**config.mk**
```make
export PLATFORM = sky130hd
export DESIGN_NAME = trisc_cond_unit_flat
export DESIGN_NICKNAME = d
export VERILOG_FILES = /design/src/rtl/trisc_pkg.sv /design/src/rtl/trisc_cond_unit_if.sv /design/src/rtl/trisc_cond_line.sv /design/src/rtl/trisc_cond_unit.sv /design/src/flat_wrapper.sv
export SDC_FILE = /design/constraint.sdc
export NUM_CORES = 1
export LEC_CHECK = 0
export ABC_AREA = 0
export CAP_MARGIN = 20
export CORE_MARGIN = 3
export CORE_UTILIZATION = 30
export CTS_CLUSTER_DIAMETER = 40
export DETAILED_ROUTE_END_ITERATION = 16
export SLEW_MARGIN = 20
export SYNTH_ARGS = -nofsm -noshare
export SYNTH_HDL_FRONTEND = slang
export SYNTH_SLANG_ARGS = --single-unit
```
**constraint.sdc**
```tcl
create_clock -name clk -period 1.2 [get_ports clk]
set_input_delay 0.24 -clock clk [delete_from_list [all_inputs] [get_ports clk]]
set_output_delay 0.24 -clock clk [all_outputs]
set_load 0.02 [all_outputs]
```
**src/rtl/trisc_pkg.sv**
```systemverilog
// Shared definitions for the trisc controller and its condition front end.
// Holds the condition-line count, the clear-select encoding and the location
// of the clear fields inside the controller's out_sig control word.
package trisc_pkg;

  localparam int NCS = 3;
  localparam int CW  = (1 << NCS) - 1;

  // clr_sel value that targets every condition line at once.
  localparam logic [NCS-1:0] CLR_ALL = '0;

  // Placement of the clear strobe and clear-select field inside out_sig.
  localparam int OUT_SIG_W   = 16;
  localparam int CLR_EN_BIT  = 12;
  localparam int CLR_SEL_LSB = 13;

  function automatic logic out_sig_clr_en(input logic [OUT_SIG_W-1:0] out_sig);
    return out_sig[CLR_EN_BIT];
  endfunction

  function automatic logic [NCS-1:0] out_sig_clr_sel(input logic [OUT_SIG_W-1:0] out_sig);
    return out_sig[CLR_SEL_LSB +: NCS];
  endfunction

  // One clear bit per line: CLR_ALL hits every line, k hits line k-1.
  function automatic logic [CW-1:0] clr_decode(input logic en, input logic [NCS-1:0] sel);
    logic [CW-1:0] hit;
    for (int i = 0; i < CW; i++) begin
      hit[i] = en && ((sel == CLR_ALL) || (sel == NCS'(i + 1)));
    end
    return hit;
  endfunction

endpackage

```
**src/rtl/trisc_cond_unit_if.sv**
```systemverilog
// Bundle between the controller side and the condition front end: raw flags,
// the sticky mask and the clear field going in, cond and ovf coming back.
interface trisc_cond_unit_if;
  import trisc_pkg::*;

  logic [CW-1:0]  raw_in;
  logic [CW-1:0]  sticky_mask;
  logic           clr_en;
  logic [NCS-1:0] clr_sel;
  logic [CW-1:0]  cond;
  logic [CW-1:0]  ovf;

  modport master (
    output raw_in, sticky_mask, clr_en, clr_sel,
    input  cond, ovf
  );

  modport slave (
    input  raw_in, sticky_mask, clr_en, clr_sel,
    output cond, ovf
  );

endinterface

```
**src/rtl/trisc_cond_line.sv**
```systemverilog
// One condition line: synchroniser, optional debounce, sticky flag, overrun.
// Build option TRISC_COND_DEBOUNCE_EN: when defined, a new synchronised level
// must persist DB_CYCLES edges before db_q follows it; when undefined, db_q
// follows the synchroniser every edge and DB_CYCLES has no effect.
module trisc_cond_line #(
  parameter int SYNC_STAGES = 2,
  parameter int DB_CYCLES   = 4
) (
  input  logic clk,
  input  logic reset,
  input  logic raw,
  input  logic clr,
  output logic db_q,
  output logic stk,
  output logic ovf
);

  logic [SYNC_STAGES-1:0] sync;
  logic                   sync_out;
  logic                   rise;

  assign sync_out = sync[SYNC_STAGES-1];

  // Shift the asynchronous flag through the synchroniser chain.
  always_ff @(posedge clk) begin
    if (reset) begin
      sync <= '0;
    end else begin
      sync <= {sync[SYNC_STAGES-2:0], raw};
    end
  end

`ifdef TRISC_COND_DEBOUNCE_EN
  localparam int DB_W = (DB_CYCLES > 1) ? $clog2(DB_CYCLES) : 1;
  localparam logic [DB_W-1:0] DB_LAST = DB_W'(DB_CYCLES - 1);

  logic [DB_W-1:0] db_cnt;

  // A 0->1 acceptance on this edge is the line's rise event.
  assign rise = sync_out && !db_q && (db_cnt == DB_LAST);

  // Count consecutive disagreeing samples; any agreeing sample restarts the count.
  always_ff @(posedge clk) begin
    if (reset) begin
      db_q   <= 1'b0;
      db_cnt <= '0;
    end else if (sync_out == db_q) begin
      db_cnt <= '0;
    end else if (db_cnt == DB_LAST) begin
      db_q   <= sync_out;
      db_cnt <= '0;
    end else begin
      db_cnt <= db_cnt + DB_W'(1);
    end
  end
`else
  localparam int unused_db_cycles = DB_CYCLES;

  assign rise = sync_out && !db_q;

  // Without debounce the synchronised level is accepted on every edge.
  always_ff @(posedge clk) begin
    if (reset) begin
      db_q <= 1'b0;
    end else begin
      db_q <= sync_out;
    end
  end
`endif

  // Sticky flag and overrun: a rise always wins over a simultaneous clear.
  always_ff @(posedge clk) begin
    if (reset) begin
      stk <= 1'b0;
      ovf <= 1'b0;
    end else begin
      stk <= rise | (stk & ~clr);
      ovf <= (rise & stk & ~clr) | (ovf & ~clr);
    end
  end

endmodule

```
**src/rtl/trisc_cond_unit.sv**
```systemverilog
// Condition-input front end feeding the trisc cond bus. Each raw flag is
// synchronised, debounced and presented as a level or a sticky condition
// selected by sticky_mask; sticky lines are cleared by the clear field of
// the controller's out_sig. Build option TRISC_COND_DEBOUNCE_EN enables the
// DB_CYCLES debounce filter in every line.
module trisc_cond_unit
  import trisc_pkg::*;
#(
  parameter int SYNC_STAGES = 2,
  parameter int DB_CYCLES   = 4
) (
  input  logic               clk,
  input  logic               reset,
  trisc_cond_unit_if.slave   bus
);

  logic [CW-1:0] clr_hit;
  logic [CW-1:0] db_q;
  logic [CW-1:0] stk;
  logic [CW-1:0] ovf_line;

  // Turn the clear strobe and select field into one clear bit per line.
  always_comb begin
    clr_hit = clr_decode(bus.clr_en, bus.clr_sel);
  end

  for (genvar i = 0; i < CW; i++) begin : g_line
    trisc_cond_line #(
      .SYNC_STAGES (SYNC_STAGES),
      .DB_CYCLES   (DB_CYCLES)
    ) u_line (
      .clk   (clk),
      .reset (reset),
      .raw   (bus.raw_in[i]),
      .clr   (clr_hit[i]),
      .db_q  (db_q[i]),
      .stk   (stk[i]),
      .ovf   (ovf_line[i])
    );
  end

  // Pick sticky or level per line; overrun only means something on sticky lines.
  always_comb begin
    bus.cond = (bus.sticky_mask & stk) | (~bus.sticky_mask & db_q);
    bus.ovf  = bus.sticky_mask & ovf_line;
  end

endmodule
```
**src/flat_wrapper.sv**
```systemverilog
// flat-port wrapper written by rule: the top's interface ports become plain ports
module trisc_cond_unit_flat import trisc_pkg::*;
#(
  parameter int SYNC_STAGES = 2,
  parameter int DB_CYCLES   = 4
)
  (clk, reset, bus_raw_in, bus_sticky_mask, bus_clr_en, bus_clr_sel, bus_cond, bus_ovf);
  trisc_cond_unit_if bus_i ();
  input  logic clk;
  input  logic reset;
  input wire logic [$bits(bus_i.raw_in)-1:0] bus_raw_in;
  input wire logic [$bits(bus_i.sticky_mask)-1:0] bus_sticky_mask;
  input wire logic [$bits(bus_i.clr_en)-1:0] bus_clr_en;
  input wire logic [$bits(bus_i.clr_sel)-1:0] bus_clr_sel;
  output wire logic [$bits(bus_i.cond)-1:0] bus_cond;
  output wire logic [$bits(bus_i.ovf)-1:0] bus_ovf;
  assign bus_i.raw_in = bus_raw_in;
  assign bus_i.sticky_mask = bus_sticky_mask;
  assign bus_i.clr_en = bus_clr_en;
  assign bus_i.clr_sel = bus_clr_sel;
  assign bus_cond = bus_i.cond;
  assign bus_ovf = bus_i.ovf;
  trisc_cond_unit #(.SYNC_STAGES(SYNC_STAGES), .DB_CYCLES(DB_CYCLES)) u_core (.clk(clk), .reset(reset), .bus(bus_i));
endmodule
```
# Word-level counts from Yosys, hierarchy flattened
# Cells that the tools add are included.
# Widths: inputs -> output; s select.
totals:
  mem_bits_ro: 0
  ramBits: 0
  latch_bits: 0
  register_bits: 35
  inputBits: 20
  mem_count: 0
op_classes:
  add_sub_neg: 0
  multipliers: 0
  eq_ne: 7
  n_bitwise: 54
  n_reduce_logical: 29
  n_lt_le_gt_ge: 0
  shift: 0
  n_div: 0
  muxes: 0
ops:
  columns: ["operator", "n"]
  rows:
  - ["$and 1x1->1", 28]
  - ["$and 7x7->7", 3]
  - ["$logic_and 1x1->1", 14]
  - ["$or 1x1->1", 14]
  - ["$eq 3x3->1 const B", 4]
  - ["$logic_not 1->1", 7]
  - ["$logic_or 1x1->1", 7]
  - ["$not 1->1", 7]
  - ["$not 7->7", 1]
  - ["$or 7x7->7", 1]
  - ["$eq 3x2->1 const B", 2]
  - ["$eq 3x1->1 const B", 1]
  - ["$logic_not 3->1", 1]

# Logic depth before layout (Yosys ltp)
depth:
  ltp_word: 6
  ltp_mapped: 4

# By module
# Synthesis repeated with hierarchy kept, for this count alone.
hier_totals:
  hier_cells: 126
  area_unflattened_um2: 1340.0
by_module_without_submodules:
  columns: ["mod", "area_each_um2", "cells_per_inst", "n_inst"]
  rows:
  - ["trisc_cond_line", 160.2, 14, 7]
  - ["trisc_cond_unit", 219.0, 28, 1]

# Least setup slack after synthesis
# No wires, ideal clock.
synth_timing:
  path_type: "flip-flop to output port"
  from: "register u_core.g_line[4].u_line.db_q"
  to: "output port bus_cond[4]"
  required_ps: 960
  arrival_time_ps: 841
  path_stages_with_launch: 3
  path_buffers: 0
  setup_slack_ps: 119
  cell_sequence: "dfxtp_1 inv_1 o21ai_0"
synth_between:
  elab_chain_cells: 2
synth_lines:
  columns: ["element", "line", "rtl"]
  rows:
  - ["from (decl)", "trisc_cond_line.sv:13", "output logic db_q,"]
  - ["from (signal assigned)", "trisc_cond_line.sv:66", "db_q <= sync_out;"]
  - ["$and 7x7->7", "trisc_cond_unit.sv:44", "bus.cond = (bus.sticky_mask & stk) | (~bus.sticky_mask & db_q);"]
  - ["$or 7x7->7", "trisc_cond_unit.sv:44", null]
  - ["to (decl)", "flat_wrapper.sv:15", "output wire logic [$bits(bus_i.cond)-1:0] bus_cond;"]
# No other way between the ends.

# Worst setup path after layout
layout_timing:
  from: "register u_core.g_line[2].u_line.db_q"
  to: "output port bus_cond[2]"
layout_between:
  elab_chain_cells: 2
layout_lines:
  columns: ["element", "line"]
  rows:
  - ["from (decl)", "trisc_cond_line.sv:13"]
  - ["from (signal assigned)", "trisc_cond_line.sv:66"]
  - ["$and 7x7->7", "trisc_cond_unit.sv:44"]
  - ["$or 7x7->7", "trisc_cond_unit.sv:44"]
# No other way between the ends.

==> impl_results.md <==
* Status: finished clean
* Final Core Density at 47.6%
* Fin crit share at 96.8%
* Inst Count DP at 237
* Longest Clk Path Bufs at 2
* Antenna cell count at 0
* Sw Pwr at 0.000524 W
* Starting density of the core at 31.6%
* Mapped Nets at 154
* Die area at 5130 um2
* Number of synthesized flops with an enable pin at 0
* Async SR Flop Fraction at 0%
* Post-synth top area cell: dfxtp_1
* Achievable Freq at 861 MHz
* Top-area cell type share of the netlist area at 54.2%
* Total grt overflow at 0
* Most used DFF post-synth: dfxtp_1
* Worst setup margin at 0.0385 ns
* Die width at 71.6 um
* Fill cell count at 400
* Hold Path Cell Cnt at 1
* CP Cell Sequence: inv_1 > o21ai_1 > buf_4
* Kind of critical path: flop to output port
* CP top delay family: flip-flops
* Flops & latches, synth at 35
* Crit path depth at 3
* DRT iter0 DRCs at 40
* Via/cell ratio at 4.47
* Hold_buf cts at 0
* Row count at 23
* Critical Path AT at 0.92 ns
* Post-Route Skew at 0.00608 ns
* Clk slew on worst S/H paths at 0.07 ns
* Final Instance Area at 1950 um2
* Worst setup EP type: output port
* Total CTS buffers at 5
* Gpl congestion at 0.728
* Placed cell areas at 1860 um2
* CP Max Fanout at 2
* Clk sink count at 35
* Clock share of power at 37.6%
* All-Layer GR Usage at 11.2%
* CP required at 0.96 ns
* # setup viols final at 0
* Core Region at 4090 um2
* Die height at 71.6 um
* Slowest-stage cell, CP: dfxtp_2
* Fin. Hold Viols at 0
* Ranking of synthesized cells by area: dfxtp_1, nor2b_1, o21ai_0, nand2_1, a31oi_1
* CTS tree: yes
* Number of port buffers at 33
* Max IR drop VDD at 789 uV
* Num ports at 34
* Remaining DRCs at 0
* Syn-to-layout area delta at 50.5%
* Vias in the first global route at 1047
* Worst-Skew Late Latency at 0.28 ns
* Post-Place Worst Slack at -0.540 ns
* WP buf/inv at 2
* Leakage at 0.835 nW
* Syn. warnings at 0
* Slowest stage delay, CP at 0.32 ns
* Worst slew margin at 76.7%
* Ratio of cells with drive above 1 in the final layout at 33.5%
* Avg Cell Area, Syn at 9.65 um2
* HP Class: flop to flop
* Post-route ant nets at 0
* Gate power share at 11.7%
* Initial antenna violation count at 0
* P_int at 0.00189 W
* Pwr Total at 0.00241 W
* Switch share at 21.7%
* Dpl hpwl at 2110 um
* Cell Pwr Density at 1240 nW/um2
* CTS root buf: clkbuf_8
* Pin count of the biggest net entering global routing at 12
* Routed length per instance at 11.3 um
* RSZ-0062 raised after global routing: true
* Drt total wl at 2780 um
* Max-slew violations at 0
* Yosys cell types at 26
* First-pass GRT wire length at 4530 um
* R2r worst-path depth at 3
* Via count at 1103
* Register share of total power at 50.7%
* Crit path launch type: flop
* CTS H-tree lvls at 2
* Seq/Total Area, Yosys at 54.2%
* Worst Tran Pin Value at 0.350 ns
* Post-route minimum period at 1.16 ns
* Max Cap Viol at 0
* Syn Inst Count at 134
* Layout Nets at 216
* Netlist Area Pre-Place at 1290 um2
* Fin cells at 247
* TritonRoute pass-1 iters at 4
## power by group through the flow
stage | registers (W) | clock network (W) | logic [W]
after CTS | 0.00122 | 0.000944 | 0.000273
after global placement | 0.00125 | 0 | 0.000280
after detailed placement | 0.00125 | 0 | 0.000287
after global routing | 0.00123 | 0.000990 | 0.000307
final | 0.00122 | 0.000907 | 0.000282
after floorplan | 0.00125 | 0 | 0.000119
## sequential cells by signal (all words and copies together) (netlist names)
name                       flops
u_core.g_line.u_line.sync     14
u_core.g_line.u_line.db_q      7
u_core.g_line.u_line.ovf       7
u_core.g_line.u_line.stk       7
## Yosys cell counts (all sizes together) (2+ instances only)
library cell,count
o211ai,2
o21ai,10
xor2,3
and2,7
inv,9
nand2b,2
nor3,6
a31oi,7
nor2,6
nor2b,20
dfxtp,35
buf,4
nor3b,2
nand2,12
o2bb2ai,2
## layout by cell type, fill, tap and decap left out, drive strengths merged, types with 2 or more instances in the layout
cell / n
o21ai: 10
dfxtp: 35
nor3b: 2
buf: 41
a31oi: 7
o211ai: 2
inv: 9
o2bb2ai: 2
nand2b: 2
nor2b: 20
nor3: 6
nand2: 12
dlygate4sd2: 8
xor2: 3
clkbuf: 8
clkdlybuf4s50: 10
and2: 7
nor2: 6
## area by class of cell
type	count	area, um2	area share, %
tap	50	62.6	3.22
sequential	35	708	36.4
multi-input combinational	85	537	27.6
timing repair buffer	60	504	25.9
inverter	9	33.8	1.74
clock buffer	8	100	5.14
## path summary, 6_finish.rpt
path / start / endpoint / slack, ns
max: u_core.g_line[2].u_line.db_q$_SDFF_PP0_ / bus_cond[2] / 0.04
max reg2reg: u_core.g_line[4].u_line.db_q$_SDFF_PP0_ / u_core.g_line[4].u_line.stk$_SDFF_PP0_ / 0.32
min: u_core.g_line[5].u_line.sync[0]$_SDFF_PP0_ / u_core.g_line[5].u_line.sync[1]$_SDFF_PP0_ / 0.43
min reg2reg: u_core.g_line[5].u_line.sync[0]$_SDFF_PP0_ / u_core.g_line[5].u_line.sync[1]$_SDFF_PP0_ / 0.43
## worst register-to-register path: cells and delay by family (launching register included)
family                 cells  cell delay, ns
DFF                        1            0.32
AOI/OAI and AO/OA          1            0.23
buffers and inverters      2            0.24
## metal layers
metal  up-vias  GRT usage [%]  share of wire, %
li1        569              -                 -
met1       507           12.7                44
met3         2           3.93               5.1
met2        25           19.4                50
met5         -              0                 0
met4         0           3.76              0.75
## timing repair
action,CTS,global route
gates resized for setup,81,20
endpoints found under the setup margin,18,13
pin swaps,0,4
setup buffers,1,1
## per-stage QoR
step | hold WS (ns) | setup TNS (ns)
finish | 0.433 | 0
global route | 0.456 | -0.00211
CTS | 0.437 | 0
detailed placement | 0.428 | -10.60
global placement | 0.420 | -9.95
floorplan | 0.323 | 0
## cell families (layout without fill, tap and decap cells)
family	count (synthesis)	in the layout	synth area share, %
DFF	35	35	54.2
buffers and inverters	14	77	5.81
xor gates and xnor gates	3	3	2.03
and+or+nand+nor	56	56	25.0
AOI/OAI and AO/OA	26	26	13.0
Power figures use the tool's default switching activity.
